File: src/rtl/depacketizer_vc_if.sv
// depacketizer_vc_if: bundles the NoC-side flit port and the user-side
// packet port of the VC depacketizer.
//
// Handshakes:
//   flit side   : a flit moves when flit_in[FLIT_WIDTH-1] (its valid bit) and
//                 ready_out are both high at a clk edge.
//   packet side : a packet moves when valid_out and ready_in are both high at
//                 a clk edge; while valid_out is high and ready_in is low,
//                 data_out/dst_out/vc_out/nflits_out hold still.
// master is the depacketizer side, slave is the router/user side.
interface depacketizer_vc_if #(
  parameter int ADDRESS_WIDTH    = 4,
  parameter int VC_ADDRESS_WIDTH = 1,
  parameter int FLIT_WIDTH       = 36,
  parameter int WIDTH_OUT        = 124
);
  logic [FLIT_WIDTH-1:0]       flit_in;
  logic                        ready_out;
  logic [WIDTH_OUT-1:0]        data_out;
  logic [ADDRESS_WIDTH-1:0]    dst_out;
  logic [VC_ADDRESS_WIDTH-1:0] vc_out;
  logic [2:0]                  nflits_out;
  logic                        valid_out;
  logic                        ready_in;
  logic                        error_out;

  modport master (
    input  flit_in, ready_in,
    output ready_out, data_out, dst_out, vc_out, nflits_out, valid_out, error_out
  );

  modport slave (
    output flit_in, ready_in,
    input  ready_out, data_out, dst_out, vc_out, nflits_out, valid_out, error_out
  );
endinterface

File: src/rtl/depacketizer_vc.sv
// depacketizer_vc: reassembles head/body/tail flits from a NoC output port
// into one wide word presented with its destination and VC.
// Optional macro DEPACKETIZER_VC_CHECK_EN: when defined, body/tail flits
// whose vc field differs from the head's vc abort the packet with an error.
module depacketizer_vc #(
  parameter int ADDRESS_WIDTH    = 4,
  parameter int VC_ADDRESS_WIDTH = 1,
  parameter int FLIT_WIDTH       = 36,
  parameter int MAX_FLITS        = 4,
  parameter int WIDTH_OUT        = 124
) (
  input  logic              clk,
  input  logic              rst,
  depacketizer_vc_if.master bus,
  output logic [1:0]        state_dbg_o
);

  // Payload bits per flit and data bits carried by the head flit.
  localparam int P = FLIT_WIDTH - 3 - VC_ADDRESS_WIDTH;
  localparam int H = P - ADDRESS_WIDTH;
  localparam logic [2:0] LAST_IDX = 3'(MAX_FLITS - 1);

  typedef enum logic [1:0] {
    S_IDLE    = 2'd0,
    S_COLLECT = 2'd1,
    S_HOLD    = 2'd2
  } state_t;

  state_t                      state_q;
  logic [2:0]                  count_q;
  logic [WIDTH_OUT-1:0]        data_q;
  logic [ADDRESS_WIDTH-1:0]    dst_q;
  logic [VC_ADDRESS_WIDTH-1:0] vc_q;
  logic [2:0]                  nflits_q;
  logic                        valid_q;
  logic                        error_q;

  // Flit field decode.
  logic                        f_valid;
  logic                        f_head;
  logic                        f_tail;
  logic [VC_ADDRESS_WIDTH-1:0] f_vc;
  logic [P-1:0]                f_payload;
  logic [WIDTH_OUT-1:0]        head_word;

  assign f_valid   = bus.flit_in[FLIT_WIDTH-1];
  assign f_head    = bus.flit_in[FLIT_WIDTH-2];
  assign f_tail    = bus.flit_in[FLIT_WIDTH-3];
  assign f_vc      = bus.flit_in[FLIT_WIDTH-4 -: VC_ADDRESS_WIDTH];
  assign f_payload = bus.flit_in[P-1:0];
  assign head_word = {{(WIDTH_OUT-H){1'b0}}, f_payload[H-1:0]};

  // Holding a packet blocks new flits unless the packet leaves this cycle,
  // which lets single-flit packets stream at one per cycle.
  logic ready;
  logic accept;
  logic capture;
  logic vc_bad;

  assign ready   = !rst && ((state_q != S_HOLD) || bus.ready_in);
  assign accept  = f_valid && ready;
  assign capture = accept && f_head;

`ifdef DEPACKETIZER_VC_CHECK_EN
  assign vc_bad = (f_vc != vc_q);
`else
  assign vc_bad = 1'b0;
`endif

  // Packet FSM: capture heads, fill body slots, hold the result until taken.
  always_ff @(posedge clk) begin
    if (rst) begin
      state_q  <= S_IDLE;
      count_q  <= 3'd0;
      data_q   <= '0;
      dst_q    <= '0;
      vc_q     <= '0;
      nflits_q <= 3'd0;
      valid_q  <= 1'b0;
      error_q  <= 1'b0;
    end else begin
      error_q <= 1'b0;
      if (capture) begin
        // A head always starts a fresh packet; arriving mid-packet is an error.
        data_q <= head_word;
        dst_q  <= f_payload[P-1 -: ADDRESS_WIDTH];
        vc_q   <= f_vc;
        if (f_tail || (MAX_FLITS == 1)) begin
          state_q  <= S_HOLD;
          valid_q  <= 1'b1;
          nflits_q <= 3'd1;
          count_q  <= 3'd0;
          error_q  <= (state_q == S_COLLECT) || !f_tail;
        end else begin
          state_q <= S_COLLECT;
          valid_q <= 1'b0;
          count_q <= 3'd1;
          error_q <= (state_q == S_COLLECT);
        end
      end else begin
        case (state_q)
          S_IDLE: begin
            if (accept) error_q <= 1'b1;
          end
          S_COLLECT: begin
            if (accept) begin
              if (vc_bad) begin
                error_q <= 1'b1;
                state_q <= S_IDLE;
                count_q <= 3'd0;
              end else begin
                for (int k = 1; k < MAX_FLITS; k++) begin
                  if (count_q == 3'(k)) data_q[H+P*(k-1) +: P] <= f_payload;
                end
                if (f_tail || (count_q == LAST_IDX)) begin
                  // Slot table full without a tail is reported but still delivered.
                  state_q  <= S_HOLD;
                  valid_q  <= 1'b1;
                  nflits_q <= count_q + 3'd1;
                  count_q  <= 3'd0;
                  error_q  <= !f_tail;
                end else begin
                  count_q <= count_q + 3'd1;
                end
              end
            end
          end
          S_HOLD: begin
            if (bus.ready_in) begin
              valid_q <= 1'b0;
              state_q <= S_IDLE;
              if (accept) error_q <= 1'b1;
            end
          end
          default: state_q <= S_IDLE;
        endcase
      end
    end
  end

  assign bus.ready_out  = ready;
  assign bus.data_out   = data_q;
  assign bus.dst_out    = dst_q;
  assign bus.vc_out     = vc_q;
  assign bus.nflits_out = nflits_q;
  assign bus.valid_out  = valid_q;
  assign bus.error_out  = error_q;
  assign state_dbg_o    = state_q;

endmodule

File: src/flat_wrapper.sv
// flat-port wrapper written by rule: the top's interface ports become plain ports
module depacketizer_vc_flat 
#(
  parameter int ADDRESS_WIDTH    = 4,
  parameter int VC_ADDRESS_WIDTH = 1,
  parameter int FLIT_WIDTH       = 36,
  parameter int MAX_FLITS        = 4,
  parameter int WIDTH_OUT        = 124
)
  (clk, rst, state_dbg_o, bus_flit_in, bus_ready_in, bus_ready_out, bus_data_out, bus_dst_out, bus_vc_out, bus_nflits_out, bus_valid_out, bus_error_out);
  depacketizer_vc_if #(.ADDRESS_WIDTH(ADDRESS_WIDTH), .VC_ADDRESS_WIDTH(VC_ADDRESS_WIDTH), .FLIT_WIDTH(FLIT_WIDTH), .WIDTH_OUT(WIDTH_OUT)) bus_i ();
  input  logic clk;
  input  logic rst;
  output logic [1:0] state_dbg_o;
  input wire logic [$bits(bus_i.flit_in)-1:0] bus_flit_in;
  input wire logic [$bits(bus_i.ready_in)-1:0] bus_ready_in;
  output wire logic [$bits(bus_i.ready_out)-1:0] bus_ready_out;
  output wire logic [$bits(bus_i.data_out)-1:0] bus_data_out;
  output wire logic [$bits(bus_i.dst_out)-1:0] bus_dst_out;
  output wire logic [$bits(bus_i.vc_out)-1:0] bus_vc_out;
  output wire logic [$bits(bus_i.nflits_out)-1:0] bus_nflits_out;
  output wire logic [$bits(bus_i.valid_out)-1:0] bus_valid_out;
  output wire logic [$bits(bus_i.error_out)-1:0] bus_error_out;
  assign bus_i.flit_in = bus_flit_in;
  assign bus_i.ready_in = bus_ready_in;
  assign bus_ready_out = bus_i.ready_out;
  assign bus_data_out = bus_i.data_out;
  assign bus_dst_out = bus_i.dst_out;
  assign bus_vc_out = bus_i.vc_out;
  assign bus_nflits_out = bus_i.nflits_out;
  assign bus_valid_out = bus_i.valid_out;
  assign bus_error_out = bus_i.error_out;
  depacketizer_vc #(.ADDRESS_WIDTH(ADDRESS_WIDTH), .VC_ADDRESS_WIDTH(VC_ADDRESS_WIDTH), .FLIT_WIDTH(FLIT_WIDTH), .MAX_FLITS(MAX_FLITS), .WIDTH_OUT(WIDTH_OUT)) u_core (.clk(clk), .rst(rst), .bus(bus_i), .state_dbg_o(state_dbg_o));
endmodule
File: config.mk
export PLATFORM = sky130hd
export DESIGN_NAME = depacketizer_vc_flat
export DESIGN_NICKNAME = d
export VERILOG_FILES = /design/src/rtl/depacketizer_vc_if.sv /design/src/rtl/depacketizer_vc.sv /design/src/flat_wrapper.sv
export SDC_FILE = /design/constraint.sdc
export NUM_CORES = 1
export LEC_CHECK = 0
export CORE_UTILIZATION = 47
export CTS_BUF_LIST = sky130_fd_sc_hd__clkbuf_8
export DETAILED_ROUTE_END_ITERATION = 16
export PLACE_DENSITY = 0.79
export SKIP_CTS_REPAIR_TIMING = 1
export SYNTH_ARGS = -nofsm -noshare
export SYNTH_HDL_FRONTEND = slang
export SYNTH_SLANG_ARGS = --single-unit
export TNS_END_PERCENT = 50
File: constraint.sdc
create_clock -name clk -period 1.9 [get_ports clk]
set_input_delay 0.285 -clock clk [delete_from_list [all_inputs] [get_ports clk]]
set_output_delay 0.285 -clock clk [all_outputs]
set_load 0.01 [all_outputs]
* Yosys cells after proc, flatten, opt, wreduce, memory -nomap -nowiden *
Index checks and enable logic that the tools add are counted.

cells by class
  equality and inequality tests = 11
  add/subtract/negate cells = 1
  multiplexer cells = 29
  reductions and logical operators = 21

operators by type and width
  kind                                                             number
  3-bit 2-to-1 mux                                                 9
  1-bit 2-to-1 mux                                                 12
  4-bit AND reduction                                              3
  2-bit 2-to-1 mux                                                 5
  3-bit AND reduction                                              3
  3-bit by 2-bit == test with 1-bit output, second input constant  2
  3-bit by 2-bit != test with 1-bit output, second input constant  2
  2-bit case mux with 3 select lines                               1
  2-bit nonzero test                                               3
  2-bit != test, second input constant                             2
  3-bit by 1-bit adder with 3-bit output, second input constant    1
  3-bit by 1-bit == test with 1-bit output, second input constant  1
  1-bit logical AND                                                3
  1-bit logical OR                                                 3
  3-bit by 1-bit != test with 1-bit output, second input constant  1
  1-bit case mux with 3 select lines                               1
  3-bit nonzero test                                               1
  2-bit by 1-bit == test with 1-bit output, second input constant  1
  2-bit == test, second input constant                             1
  1-bit zero test                                                  2
  2-bit zero test                                                  1
  2-bit by 1-bit != test with 1-bit output, second input constant  1
  1-bit case mux with 2 select lines                               1
  2-bit AND reduction                                              1
  2-bit OR reduction                                               1

storage, ports and cells
  logic and storage cells = 73
  input bits = 39
  register bits after elaboration = 139
  output and inout bits = 137

* Depth between registers and ports, before layout *
  word-level depth = 8
  depth in mapped cells = 9
  depth with buffers taken out = 6

* Worst setup path before layout *
OpenSTA, ideal clock, no wires.

  kind = flip-flop to flip-flop
  from = register u_core.state_q[0], in the netlist u_core.state_dbg_o[0]
  to = register u_core.nflits_q[1], in the netlist u_core.bus.nflits_out[1]
  data required time = 1,830 ps
  path slack = 159 ps
  path buffers = 1
  period minus slack after synthesis = 1,741 ps
  cell stages (with the launch flop) = 8
  library setup time = 70 ps
  data arrival time = 1,670 ps
  cells stage by stage = dfxtp_1 > inv_1 > ha_1 > nand2b_1 > buf_2 > nand3_4 > or4_1 > a21oi_1

on the way
  cells in the longest elaborated chain, start to end = 7
  elaborated cells between the ends (all ways) = 12
  those cells by class = eq/ne (3); mux (1); reduce/logical (8)

ends and longest elaborated chain
  item                                                           RTL line                text
  start, declared                                                depacketizer_vc.sv:29   state_t state_q;
  start signal, assigned                                         depacketizer_vc.sv:73   state_q <= S_IDLE;
  start signal, assigned                                         depacketizer_vc.sv:89   state_q <= S_HOLD;
  start signal, assigned                                         depacketizer_vc.sv:95   state_q <= S_COLLECT;
  2-bit != test                                                  depacketizer_vc.sv:60   assign ready = !rst && ((state_q != S_HOLD) || bus.ready_in);
  1-bit logical OR                                               depacketizer_vc.sv:60
  1-bit logical AND                                              depacketizer_vc.sv:60
  1-bit logical AND                                              depacketizer_vc.sv:61   assign accept = f_valid && ready;
  1-bit logical AND                                              depacketizer_vc.sv:62   assign capture = accept && f_head;
  2-bit != test (no line) or 2-bit nonzero test (tied branches)  -
  4-bit AND reduction (no line)                                  -
  end signal, assigned                                           depacketizer_vc.sv:119  nflits_q <= count_q + 3'd1;
  end, declared                                                  depacketizer_vc.sv:34   logic [2:0] nflits_q;

Parallel ways exist; a longest one is shown, timed or not.
A chain may end at the register's enable or synchronous reset.

* Worst setup path in the final report *
  from = register u_core.state_q[1], in the netlist u_core.state_dbg_o[1]
  to = output port bus_ready_out

on the way
  cells in the longest elaborated chain, start to end = 3

ends and longest elaborated chain
  item               RTL line               text
  2-bit != test      depacketizer_vc.sv:60
  1-bit logical OR   depacketizer_vc.sv:60
  1-bit logical AND  depacketizer_vc.sv:60
  end, declared      flat_wrapper.sv:17     output wire logic [$bits(bus_i.ready_out)-1:0] bus_ready_out;

Every way passes these cells.

==> results by group <==
Synthesis
  – Mapped Nets: 696
  – Synthesized instance count: 649
  – Ys flop type: dfxtp_1
  – List of most frequent post-synthesis cells: nand2_1 (263), dfxtp_1 (139), a21oi_1 (134)
  – Synth Area per Inst: 7.92 um^2
  – Synth warn: 0
  – Register area share after synthesis: 54.2%
  – Synth top area cells: dfxtp_1 (54%), nand2_1 (19%), a21oi_1 (13%), buf_2 (2.3%), ha_1 (1.9%)
  – Cell area after synthesis: 0.00514 mm^2
  – Number of flops mapped to enable cells by yosys: 0
  – Top cell type's share of synthesized area: 54.2%
  – Post-synth cell types: 34
  – Ys async rst share: 0%
  – Most common cell in the netlist: nand2_1
  – Number of synthesized register bits: 139
  – Top cell type by total area after synthesis: dfxtp_1

Floorplan
  – Die Ht: 107 um
  – Rows: 37
  – I/O pin total: 176
  – Die X: 107 um
  – Core area: 0.0105 mm^2
  – Initial Util: 49.1%
  – Die Area: 0.0114 mm^2

GRT
  – Initial antenna violation count: 0
  – First-pass GRT wire length: 23600 um
  – GR Overflow Total: 0
  – GRT Resource Usage Total: 26.5%
  – Largest net degree at the start of global routing: 43
  – Vias in the first global route: 4895

STA
  – Slew Viols, Final: 0
  – Post-Route Setup TNS: 0 ns
  – RSZ-0062 raised after global routing: false
  – Clock Skew: 0.00934 ns
  – Final hold vios: 0
  – Measured slew at the worst slew-check pin: 0.372 ns
  – Min cycle time layout: 1.83 ns
  – Period utilization: 96.1%
  – F_max: 0.548 GHz
  – Min Hold Slack: 0.266 ns
  – Slew headroom: 75.2%
  – Setup Viol. Count Final: 0

Drt
  – Avg Vias per Cell: 5.22
  – Wire per inst: 15.4 um
  – Routed Antenna Nets: 0
  – Vias: 5031
  – WL final: 14800 um
  – Drt initial violations: 239
  – DR DRC count: 0
  – First drt pass iteration count: 4

CTS
  – Clock Latency Late Sink: 0.42 ns
  – Clock-pin slew on the worst setup and hold paths: 0.08 ns
  – Clock Path Buffers: 2
  – TritonCTS clock tree: yes
  – Root buf cell: clkbuf_8
  – CTS sink cnt: 139
  – CTS Buf Count: 17
  – CTS H-tree lvls: 4

Final layout
  – Post-layout util: 72.2%
  – Final instance area: 0.00756 mm^2
  – Fin nets: 864
  – Antenna cell count: 0
  – Area delta synth->final: 47.0%
  – Layout cell share with drive strength beyond 1: 7.37%

Power
  – Psw: 1.35 mW
  – Clock network power share: 44.0%
  – Switching Share: 22.0%
  – Lkg Pwr: 2.54 nW
  – Seq pwr share: 48.4%
  – P per Cell Area: 813 mW/mm^2
  – Combinational share of power: 7.6%
  – Maximum vdd drop: 0.535 mV
  – Pint: 4.79 mW
  – Total Power: 6.15 mW

Flow run
  – Max-cap violations: 0

Critical path
  – CP startpoint kind: flop
  – Crit-path max FO: 5
  – Critical Path RT: 1.62 ns
  – Worst EP arrival: 1.54 ns
  – Worst r2r path cells: 7
  – Setup CP Type: reg -> out
  – Crit end category: primary output

Placed design
  – Placer congestion estimate: 0.845
  – PortBufs: 175
  – Placed Area: 0.00710 mm^2
  – Hpwl dp: 10600 um

Min path
  – Hold WC Path Type: in -> reg
  – Hold Path Depth: 3

Run status
  – Status: completed
power by group through the flow:
| stage | Combinational (mW) | Clock (mW) | Sequential [mW] |
|---|---|---|---|
| floorplan | 0.184 | 0 | 3.05 |
| global placement | 0.451 | 0 | 3.04 |
| detailed placement | 0.459 | 0 | 3.04 |
| CTS | 0.462 | 2.73 | 2.97 |
| global route | 0.502 | 2.85 | 2.98 |
| finish | 0.466 | 2.70 | 2.97 |
flip-flops by register name, indices dropped and copies added, names as in the netlist:
name	cells
u_core.bus.data_out	124
u_core.bus.dst_out	4
u_core.bus.nflits_out	3
u_core.count_q	3
u_core.state_dbg_o	2
u_core.bus.error_out	1
u_core.bus.valid_out	1
u_core.bus.vc_out	1
metrics by stage:
| step | setup WS [ns] | instances |
|---|---|---|
| 2_1_floorplan | 0.159 | 649 |
| 5_1_grt | 0.000538 | 964 |
| 6_report | 0.0738 | 964 |
| 3_5_place_dp | 0.000666 | 934 |
| 3_3_place_gp | 0.0378 | 934 |
| 4_1_cts | -0.377 | 964 |
metal layers:
metal	wire [um]	up-vias	GRT usage (%)	share of wire (%)
li1	-	2441	-	-
met1	5830	2352	30.1	39
met2	7550	217	47.4	51
met4	225	0	8.71	1.5
met3	1240	21	7.79	8.3
met5	0	-	0	0
critical path: stages, from the launching register on:
cell and delay (ns):
dfxtp_1 0.44, ha_2 0.26, nor2b_1 0.19, nor2_1 0.05, dlymetal6s2s_1 0.16
final cells by class:
cell class,count,area (um^2)
Fill cell,812,2910
Sequential cell,139,2780
Multi-Input combinational cell,454,2100
Timing Repair Buffer,197,2010
Clock buffer,19,262
Clock inverter,11,193
Tap cell,136,170
Inverter,8,30.0
cell families (layout without fill, tap and decap cells):
| kind of cell | after synthesis | in the layout | share of synthesized area (%) |
|---|---|---|---|
| compound gates | 147 | 147 | 14.9 |
| simple gates | 299 | 299 | 23.9 |
| fa+ha+maj | 8 | 8 | 1.95 |
| buf+inv | 56 | 235 | 5.11 |
| flops | 139 | 139 | 54.2 |
worst paths after layout:
path,startpoint,end,slack [ns]
max,u_core.state_dbg_o[1]$_SDFFE_PP0P_,bus_ready_out,0.07
max reg2reg,u_core.count_q[0]$_SDFFE_PP0P_,u_core.bus.data_out[110]$_SDFFE_PP0P_,0.15
min reg2reg,u_core.bus.data_out[105]$_SDFFE_PP0P_,u_core.bus.data_out[105]$_SDFFE_PP0P_,0.46
min,rst,u_core.bus.error_out$_SDFF_PP0_,0.27
layout by cell type, fill, tap and decap left out, types with 4 or more instances in the layout:
master and instances:
nor2b_1 5, clkbuf_8 19, clkdlybuf4s50_1 173, a21oi_1 134
inv_1 8, nor3_1 4, ha_1 7, buf_4 14
nand2_1 263, bufinv_16 5, buf_12 8, dfxtp_1 138
nor2_1 5
Note: power is estimated with default switching activity, not from simulation.
